**src/rtl/layer_bridge_pkg.sv**
```systemverilog
`default_nettype none
// ============================================================================
//  Module   : layer_bridge_pkg
//  Purpose  : Shared types and width helpers for the inter-layer bridge.
//  Revision : 1.0 - initial release
// ============================================================================
package layer_bridge_pkg;

   // Serializer state encoding
   typedef enum logic [0:0] {
      ST_IDLE = 1'b0,
      ST_SEND = 1'b1
   } ser_state_e;

   // Channel index width; at least one bit so the index register always exists
   function automatic int calc_idx_w(input int num_inputs);
      return (num_inputs > 1) ? $clog2(num_inputs) : 1;
   endfunction

   // FIFO pointer width; a single-entry FIFO still carries a 1-bit pointer
   function automatic int calc_ptr_w(input int depth);
      return (depth > 1) ? $clog2(depth) : 1;
   endfunction

   // Occupancy width, able to represent 0..DEPTH
   function automatic int calc_cnt_w(input int depth);
      return $clog2(depth + 1);
   endfunction

   // Timeout counter width, able to represent 0..TIMEOUT
   function automatic int calc_tmo_w(input int timeout);
      return (timeout > 0) ? $clog2(timeout + 1) : 1;
   endfunction

endpackage
`default_nettype wire

```
**src/rtl/layer_bridge_fifo.sv**
```systemverilog
`default_nettype none
// ============================================================================
//  Module   : frame_fifo
//  Purpose  : Synchronous FIFO holding whole frames; head is always visible.
//             A push into a full FIFO is accepted only when a pop happens on
//             the same edge.
//  Revision : 1.0 - initial release
// ============================================================================
module frame_fifo
   import layer_bridge_pkg::*;
#(
   parameter int WORD_W = 48,
   parameter int DEPTH  = 2
) (
   input  logic                         clk_i,
   input  logic                         rst_i,
   input  logic                         push_i,
   input  logic                         pop_i,
   input  logic [WORD_W-1:0]            data_i,
   output logic [WORD_W-1:0]            head_o,
   output logic [$clog2(DEPTH+1)-1:0]   count_o,
   output logic                         full_o,
   output logic                         empty_o
);

   localparam int               PTR_W    = calc_ptr_w(DEPTH);
   localparam int               CNT_W    = calc_cnt_w(DEPTH);
   localparam logic [PTR_W-1:0] LAST_PTR = PTR_W'(DEPTH - 1);

   logic [WORD_W-1:0] mem_q [DEPTH];
   logic [PTR_W-1:0]  wr_ptr_q;
   logic [PTR_W-1:0]  rd_ptr_q;
   logic [CNT_W-1:0]  count_q;
   logic              w_full;
   logic              w_empty;
   logic              w_do_push;
   logic              w_do_pop;

   assign w_full    = (count_q == CNT_W'(DEPTH));
   assign w_empty   = (count_q == '0);
   assign w_do_pop  = pop_i && !w_empty;
   // A full FIFO frees the head slot on a pop, so the push can land there
   assign w_do_push = push_i && (!w_full || w_do_pop);

   // Frame storage; contents are don't-care until written
   always_ff @(posedge clk_i) begin
      if (w_do_push) begin
         mem_q[wr_ptr_q] <= data_i;
      end
   end

   // Pointer and occupancy tracking
   always_ff @(posedge clk_i) begin
      if (rst_i) begin
         wr_ptr_q <= '0;
         rd_ptr_q <= '0;
         count_q  <= '0;
      end else begin
         if (w_do_push) begin
            wr_ptr_q <= (wr_ptr_q == LAST_PTR) ? '0 : wr_ptr_q + PTR_W'(1);
         end
         if (w_do_pop) begin
            rd_ptr_q <= (rd_ptr_q == LAST_PTR) ? '0 : rd_ptr_q + PTR_W'(1);
         end
         case ({w_do_push, w_do_pop})
            2'b10:   count_q <= count_q + CNT_W'(1);
            2'b01:   count_q <= count_q - CNT_W'(1);
            default: count_q <= count_q;
         endcase
      end
   end

   assign head_o  = mem_q[rd_ptr_q];
   assign count_o = count_q;
   assign full_o  = w_full;
   assign empty_o = w_empty;

endmodule
`default_nettype wire

```
**src/rtl/layer_bridge.sv**
```systemverilog
`default_nettype none
// ============================================================================
//  Module   : layer_bridge
//  Purpose  : Glue between neuron layers: per-channel capture barrier with
//             duplicate and timeout detection, frame FIFO, and a serializer
//             that streams one value per cycle on TRIGGER.
//  Revision : 1.0 - initial release
// ============================================================================
module layer_bridge
   import layer_bridge_pkg::*;
#(
   parameter int NUM_INPUTS = 6,
   parameter int WIDTH      = 8,
   parameter int DEPTH      = 2,
   parameter int TIMEOUT    = 0
) (
   input  logic                          CLK,
   input  logic                          RST,
   input  logic [NUM_INPUTS*WIDTH-1:0]   VALUES_IN,
   input  logic [NUM_INPUTS-1:0]         VALIDS_IN,
   input  logic                          TRIGGER,
   output logic [WIDTH-1:0]              VALUE_OUT,
   output logic                          VALID_OUT,
   output logic                          LAST_OUT,
   output logic                          BUSY,
   output logic [$clog2(DEPTH+1)-1:0]    FILL_LEVEL,
   output logic                          FRAME_DROP,
   output logic                          TIMEOUT_ERR,
   output logic                          DUP_ERR
);

   localparam int                    FRAME_W  = NUM_INPUTS * WIDTH;
   localparam int                    IDX_W    = calc_idx_w(NUM_INPUTS);
   localparam int                    TMO_W    = calc_tmo_w(TIMEOUT);
   localparam logic [IDX_W-1:0]      LAST_IDX = IDX_W'(NUM_INPUTS - 1);
   localparam logic [NUM_INPUTS-1:0] ALL_ONES = '1;

   // Capture barrier state
   logic [NUM_INPUTS-1:0] mask_q, mask_d;
   logic [FRAME_W-1:0]    data_q, data_d;
   logic [TMO_W-1:0]      timer_q, timer_d;
   logic                  dup_q, tmo_q, drop_q;

   // Serializer state
   ser_state_e            state_q;
   logic [IDX_W-1:0]      k_q;
   logic [WIDTH-1:0]      value_q;
   logic                  valid_q, last_q, busy_q;

   logic [FRAME_W-1:0]    w_frame;
   logic                  w_complete, w_active, w_expire, w_dup;
   logic [TMO_W-1:0]      w_elapsed;
   logic [FRAME_W-1:0]    w_head;
   logic                  w_full, w_empty, w_pop;
   logic [IDX_W-1:0]      w_k_next;

   // Barrier next-state: capture first arrivals, detect completion/expiry
   always_comb begin
      w_complete = ((mask_q | VALIDS_IN) == ALL_ONES);
      w_active   = (mask_q != '0) || (VALIDS_IN != '0);
      w_dup      = |(mask_q & VALIDS_IN);
      // Cycles elapsed since the first arrival, counting the arrival cycle
      w_elapsed  = (mask_q == '0) ? TMO_W'(1) : timer_q + TMO_W'(1);
      w_expire   = (TIMEOUT != 0) && w_active && !w_complete &&
                   (w_elapsed == TMO_W'(TIMEOUT));
      w_frame    = '0;
      mask_d     = mask_q;
      data_d     = data_q;
      timer_d    = timer_q;
      for (int i = 0; i < NUM_INPUTS; i++) begin
         w_frame[i*WIDTH +: WIDTH] = mask_q[i] ? data_q[i*WIDTH +: WIDTH]
                                               : VALUES_IN[i*WIDTH +: WIDTH];
      end
      if (w_complete || w_expire) begin
         mask_d  = '0;
         timer_d = '0;
      end else begin
         mask_d = mask_q | VALIDS_IN;
         for (int i = 0; i < NUM_INPUTS; i++) begin
            if (VALIDS_IN[i] && !mask_q[i]) begin
               data_d[i*WIDTH +: WIDTH] = VALUES_IN[i*WIDTH +: WIDTH];
            end
         end
         timer_d = ((TIMEOUT != 0) && w_active) ? w_elapsed : '0;
      end
   end

   // Barrier registers and single-cycle error pulses
   always_ff @(posedge CLK) begin
      if (RST) begin
         mask_q  <= '0;
         data_q  <= '0;
         timer_q <= '0;
         dup_q   <= 1'b0;
         tmo_q   <= 1'b0;
         drop_q  <= 1'b0;
      end else begin
         mask_q  <= mask_d;
         data_q  <= data_d;
         timer_q <= timer_d;
         dup_q   <= w_dup;
         tmo_q   <= w_expire;
         drop_q  <= w_complete && w_full && !w_pop;
      end
   end

   frame_fifo #(
      .WORD_W (FRAME_W),
      .DEPTH  (DEPTH)
   ) u_fifo (
      .clk_i   (CLK),
      .rst_i   (RST),
      .push_i  (w_complete),
      .pop_i   (w_pop),
      .data_i  (w_frame),
      .head_o  (w_head),
      .count_o (FILL_LEVEL),
      .full_o  (w_full),
      .empty_o (w_empty)
   );

   // The head leaves the FIFO on the edge that ends the LAST_OUT cycle
   assign w_pop    = (state_q == ST_SEND) && (k_q == LAST_IDX);
   assign w_k_next = k_q + IDX_W'(1);

   // Serializer FSM with registered outputs
   always_ff @(posedge CLK) begin
      if (RST) begin
         state_q <= ST_IDLE;
         k_q     <= '0;
         value_q <= '0;
         valid_q <= 1'b0;
         last_q  <= 1'b0;
         busy_q  <= 1'b0;
      end else begin
         case (state_q)
            ST_IDLE: begin
               valid_q <= 1'b0;
               last_q  <= 1'b0;
               busy_q  <= 1'b0;
               k_q     <= '0;
               if (!w_empty && TRIGGER) begin
                  state_q <= ST_SEND;
                  value_q <= w_head[WIDTH-1:0];
                  valid_q <= 1'b1;
                  busy_q  <= 1'b1;
               end
            end
            ST_SEND: begin
               if (k_q == LAST_IDX) begin
                  state_q <= ST_IDLE;
                  k_q     <= '0;
                  valid_q <= 1'b0;
                  last_q  <= 1'b0;
                  busy_q  <= 1'b0;
               end else begin
                  k_q     <= w_k_next;
                  value_q <= w_head[w_k_next*WIDTH +: WIDTH];
                  last_q  <= (w_k_next == LAST_IDX);
               end
            end
            default: state_q <= ST_IDLE;
         endcase
      end
   end

   assign VALUE_OUT   = value_q;
   assign VALID_OUT   = valid_q;
   assign LAST_OUT    = last_q;
   assign BUSY        = busy_q;
   assign FRAME_DROP  = drop_q;
   assign TIMEOUT_ERR = tmo_q;
   assign DUP_ERR     = dup_q;

endmodule
`default_nettype wire

```
**config.mk**
```make
export PLATFORM = sky130hd
export DESIGN_NAME = layer_bridge
export DESIGN_NICKNAME = d
export VERILOG_FILES = /design/src/rtl/layer_bridge_pkg.sv /design/src/rtl/layer_bridge_fifo.sv /design/src/rtl/layer_bridge.sv
export SDC_FILE = /design/constraint.sdc
export NUM_CORES = 1
export LEC_CHECK = 0
export CAP_MARGIN = 20
export CORE_MARGIN = 1
export CORE_UTILIZATION = 51
export DETAILED_ROUTE_END_ITERATION = 8
export PLACE_DENSITY = 0.85
export SYNTH_ARGS = -nofsm -noshare
export SYNTH_HDL_FRONTEND = slang
export SYNTH_SLANG_ARGS = --single-unit
export TNS_END_PERCENT = 50
```
**constraint.sdc**
```tcl
create_clock -name CLK -period 3.8 [get_ports CLK]
set_clock_uncertainty 0.1 [all_clocks]
set_input_delay 0.76 -clock CLK [delete_from_list [all_inputs] [get_ports CLK]]
set_output_delay 0.76 -clock CLK [all_outputs]
set_load 0.05 [all_outputs]
```
After elaboration in Yosys (flattened, before gate mapping)
Memories as Yosys holds them, arrays and structs flattened. A register that Yosys moved wholly into a read port is not among the register bits. Cells that the tools add are included.

Add/sub/neg operators: 5. Multipliers: 0. Divide/modulo/power cells: 0. Order comparisons: 0. Equality and inequality tests: 9. Shift operators: 1. Multiplexer cells: 25. Bitwise operators: 4. Reduce and logical (&&, ||, !) cells: 33.

Operators with widths (number): 8-bit two-way mux (8); 48-bit by 7-bit variable part select with 8-bit output (1); 8-bit case mux with 2 select lines (1); 2-bit AND reduction (7); 1-bit logical AND (12); 1-bit two-way mux (10); 1-bit zero test (9); 6-bit bitwise AND (1); 3-bit == test, second input constant (2); 6-bit == test, second input constant (1); 6-bit OR (1); 1-bit case mux with 2 select lines (3); 3-bit case mux with 2 select lines (1); 6-bit OR reduction (1); 2-bit == test, second input constant (2); 2-bit inequality test, second input constant (2); 2-bit case mux with 2 select lines (1); 3-bit by 1-bit adder with 3-bit output, second input constant (1); 3-bit two-way mux (1); 1-bit adder, second input constant (2); 2-bit by 1-bit adder with 2-bit output, second input constant (1); 2-bit by 1-bit == test with 1-bit output, second input constant (1); 2-bit zero test (1); 2-bit by 1-bit inequality test with 1-bit output, second input constant (1); other kinds (5) (6).

Bits in registers: 74. Latch bits: 0. RAM bits: 96. Bits in read-only memories: 0. Input port bits: 57. Output and inout port bits: 16. Word-level logic and storage cells: 95. Memories: 1.

Memory list: u_fifo.mem_q (words 2, width 48, rd ports 1, clocked after memory_dff 1, wr ports 1, RTL line layer_bridge_fifo.sv:30) `logic [WORD_W-1:0] mem_q [DEPTH];`.

Depth between registers and ports, before layout
Depth in word-level cells: 7. Mapped depth: 9. Gate-level depth less buffers: 9.

By module
From an unflattened synthesis, not the netlist that was laid out.

Cell total of the unflattened synthesis: 517. Area total of the unflattened synthesis: 7379.6 um^2.

Modules (own cells, without submodules): frame_fifo (times used 1, cells an instance 179, area an instance 3713.6 um^2); layer_bridge (times used 1, cells an instance 338, area an instance 3666.0 um^2).

Worst setup path before layout
No wires, ideal clock.

Kind: in2reg. From: input port VALIDS_IN[4]. To: memory u_fifo.mem_q[1][0], enable pin. Arrival time: 3.501 ns. Data required time: 3.246 ns. Slack: -0.254 ns. Stages on the path: 4. Buffers on the path: 0. Cells stage by stage: o22ai_4 nor3_2 nand2_1 nor2_1.

Word-level cells in the longest chain between the ends: 5.

RTL lines: start, declared (RTL line layer_bridge.sv:20) `input logic [NUM_INPUTS-1:0] VALIDS_IN,`; 6-bit OR (RTL line layer_bridge.sv:59) `w_complete = ((mask_q | VALIDS_IN) == ALL_ONES);`; 6-bit == test (RTL line layer_bridge.sv:59); 1-bit logical AND (RTL line layer_bridge_fifo.sv:43) `assign w_do_push = push_i && (!w_full || w_do_pop);`; 1-bit two-way mux (RTL line layer_bridge_fifo.sv:47) `if (w_do_push) begin`; 1-bit two-way mux (not written as such) (RTL line layer_bridge_fifo.sv:48) `mem_q[wr_ptr_q] <= data_i;`; end, declared (RTL line layer_bridge_fifo.sv:30).

Every way passes these cells.

Final worst setup path
From: register k_q[0]. To: register value_q[4] (netlist: VALUE_OUT[4]).

Word-level cells in the longest chain between the ends: 4. Elaborated cells on any way between the ends: 7. Classes of those cells: 1 x add/sub; 2 x eq/ne; 1 x shift; 2 x mux; 1 x reduce/logical.

RTL lines: start, declared (RTL line layer_bridge.sv:46) `logic [IDX_W-1:0] k_q;`; start signal, assigned (RTL line layer_bridge.sv:157) `k_q <= w_k_next;`; 3-bit by 1-bit adder with 3-bit output (RTL line layer_bridge.sv:124) `assign w_k_next = k_q + IDX_W'(1);`; net w_k_next[0] (RTL line layer_bridge.sv:55) `logic [IDX_W-1:0] w_k_next;`; 48-bit by 7-bit variable part select with 8-bit output (RTL line layer_bridge.sv:158) `value_q <= w_head[w_k_next*WIDTH +: WIDTH];`; 8-bit two-way mux (RTL line layer_bridge.sv:150) `if (k_q == LAST_IDX) begin`; 8-bit case mux with 2 select lines (RTL line layer_bridge.sv:136) `case (state_q)`; end signal, assigned (RTL line layer_bridge.sv:144) `value_q <= w_head[WIDTH-1:0];`; end signal, assigned (RTL line layer_bridge.sv:158); end, declared (RTL line layer_bridge.sv:47) `logic [WIDTH-1:0] value_q;`.

The timed path passes the listed nets, and every way through them passes these cells. The select of a mux whose other input is x is not followed. A chain may end at the register's enable or synchronous reset.

==> flow_summary.yaml <==
outcome:
  outcome: "finished, final reports clean"
timing:
  finalHoldViolCount: 0
  worst_pin_slew_ns: 0.819
  worst_hold_slack_ns: 0.395
  setup_violations: 0
  fin_crit_ns: 2.88
  fin_tns_setup_ns: 0
  drv_slew: 0
  rsz0062_at_grt: "no"
  relSlewSlack_pct: 45.3
  clock.fmax_ghz: 0.348
  min_period_over_period_pct: 75.7
synth:
  synth_seq_area_share_pct: 58.9
  synth_enable_flop_cells: 96
  synth.distinct_cells: 44
  synth_fp_nets: 600
  yosysWarnings: 0
  synth_ff_type: "edfxtp_1"
  avgSynthCellArea_um2: 13.8
  synth_top_area_share_pct: 38.7
  synthCells: 539
  ys_ff_latch: 171
  synth_area_leaders: "edfxtp_1, dfxtp_1, mux2i_1"
  yosys.area.top_type: "edfxtp_1"
  syn_area_um2: 7450
  async_flop_share_pct: 0
critical_path:
  start_kind: "flip-flop"
  critPathKind: "flip-flop to flip-flop"
  arrival_ns: 3.10
  rrSetupSlack_ns: 0.92
  critPathMaxFanout: 33
  required_ns: 4.03
  end_kind: "flip-flop"
routing:
  vias: 4722
  wl_mm: 16.4
  wire_per_inst_um: 20.5
  ant_nets: 0
  routed_via_density: 5.90
  drtIter0Drc: 341
  drc: 0
  dr.pass1.iters: 5
clock_network:
  cts_buffers: 17
  cts_buffer_depth: 2
  cts_tree: "built"
  post-cts-setup-buffer-count: 0
  path_clk_slew_ns: 0.06
  post_cts_resized: 0
  root_buffer: "clkbuf_16"
  h-tree-depth: 4
  clkSinkCount: 171
  hold_buffers: 0
  clock_latency_ns: 0.42
placement:
  gp_congestion: 0.806
  port_buffers: 71
  dp_hpwl_mm: 10.8
global_routing:
  grt_overflow_total: 0
  grt_pass1_vias: 4886
  antenna_found_initial: 0
  track_usage_pct: 23.6
  grt_pass1_wl_mm: 25.9
  grt_max_degree: 49
layout:
  area_growth_pct: 20.3
  drive_gt1_share_pct: 19.2
  nets: 668
  antenna_cells: 0
die:
  core_um2: 14000
  dieArea_um2: 15100
  pin_count: 73
  initial_core_util_pct: 53.1
  rows: 43
  die_x_um: 123
  die_h_um: 123
hold_path:
  hold_class: "flip-flop to flip-flop"
power:
  power.leakage_nw: 3.25
  power_density_nw_per_um2: 510
  ir_drop_uv: 318
flow_run:
  drv_cap: 0
==> worst max-delay path, stage by stage (launching register included) <==
cell and delay, ns:
dfxtp_1 0.73, inv_1 0.13, ha_1 0.32, buf_4 0.47, mux2i_1 0.22, a22oi_1 0.28, nand3_1 0.19, a2111oi_2 0.31
==> per-stage QoR <==
| stage | instance area, µm² | std cells | setup WS (ns) | utilization [%] | power [mW] |
|---|---|---|---|---|---|
| 5_1_grt | 8960 | 800 | 0.710 | 63.8 | 4.71 |
| 3_5_place_dp | 8290 | 768 | 0.561 | 59.0 | 2.61 |
| 4_1_cts | 8960 | 800 | 0.905 | 63.8 | 4.58 |
| 6_report | 8960 | 800 | 0.925 | 63.8 | 4.57 |
| 3_3_place_gp | 8290 | 768 | 0.689 | 59.0 | 2.59 |
| 2_1_floorplan | 7450 | 539 | 0.530 | - | 2.44 |
==> final timing paths <==
check | to | cells after the start | start
max | VALUE_OUT[4] | 7 | k_q[0]
min | data_q[28] | 2 | data_q[28]
max reg2reg | VALUE_OUT[4] | 7 | k_q[0]
min reg2reg | data_q[28] | 2 | data_q[28]
==> Yosys cell counts (all sizes together), types with 3 or more instances <==
library cell,number
nand2,10
inv,10
a2111oi,8
mux4,8
a221oi,8
a22oi,11
nor2,75
nand3,10
buf,13
a21oi,11
o311ai,6
dfxtp,75
clkbuf,15
o21ai,3
mux2i,81
edfxtp,96
ha,4
mux2,56
o22ai,3
nor3,17
==> final cells by class <==
| cell class | instances | area [µm²] |
|---|---|---|
| fillers | 974 | 5080 |
| flip-flops and latches | 171 | 4380 |
| multi-input cells | 329 | 2860 |
| repair buffers | 77 | 776 |
| clock buffers | 25 | 465 |
| well taps | 180 | 225 |
| clock inverters | 7 | 210 |
| inverters | 11 | 41.3 |
==> metal layers <==
| layer | vias up | wire length (µm) | track usage [%] |
|---|---|---|---|
| li1 | 2140 | - | - |
| met1 | 2345 | 6830 | 29.6 |
| met2 | 207 | 8030 | 38.2 |
| met3 | 30 | 1070 | 5.07 |
| met4 | 0 | 473 | 12.4 |
| met5 | - | 0 | 0 |
==> power by group <==
group	switching [mW]	internal (mW)
clock	0.670	1.32
sequential	0.0677	2.05
combinational	0.248	0.220
==> cell usage in the layout (no fill, tap or decap), types with 2 or more instances in the layout <==
| cell type | instances |
|---|---|
| buf_12 | 2 |
| nor3_1 | 16 |
| clkbuf_16 | 17 |
| buf_4 | 4 |
| dfxtp_1 | 75 |
| a22oi_1 | 11 |
| a21oi_1 | 11 |
| nand2_1 | 10 |
| mux4_2 | 8 |
| a2111oi_2 | 8 |
| o311ai_4 | 6 |
| clkdlybuf4s50_1 | 70 |
| bufinv_16 | 7 |
| clkbuf_1 | 7 |
| mux2i_1 | 81 |
| inv_1 | 10 |
| and3_1 | 2 |
| xnor2_1 | 2 |
| edfxtp_1 | 96 |
| mux2_2 | 56 |
| nor2_1 | 73 |
| a221oi_1 | 8 |
| nand3_1 | 10 |
| ha_1 | 4 |
| nor2b_1 | 2 |
| o22ai_4 | 3 |
==> logic make-up after synthesis <==
logic type	Yosys count	share of synthesized area, %
muxes	145	21.8
DFF	171	58.9
and+or+nand+nor	122	7.27
buffers and inverters	39	2.82
adders and majority gates	4	0.672
other	1	0.0503
AOI/OAI and AO/OA	53	7.99
xor gates and xnor gates	4	0.571
==> state kept, by name (all words and copies together), names as in the netlist, 2 cells and up, named ones only <==
name / cells
u_fifo.mem_q: 96
VALUE_OUT: 8
k_q: 3
u_fifo.count_o: 2
mask_q: 6
data_q: 48
No activity file was read; power rests on OpenSTA's default activity.
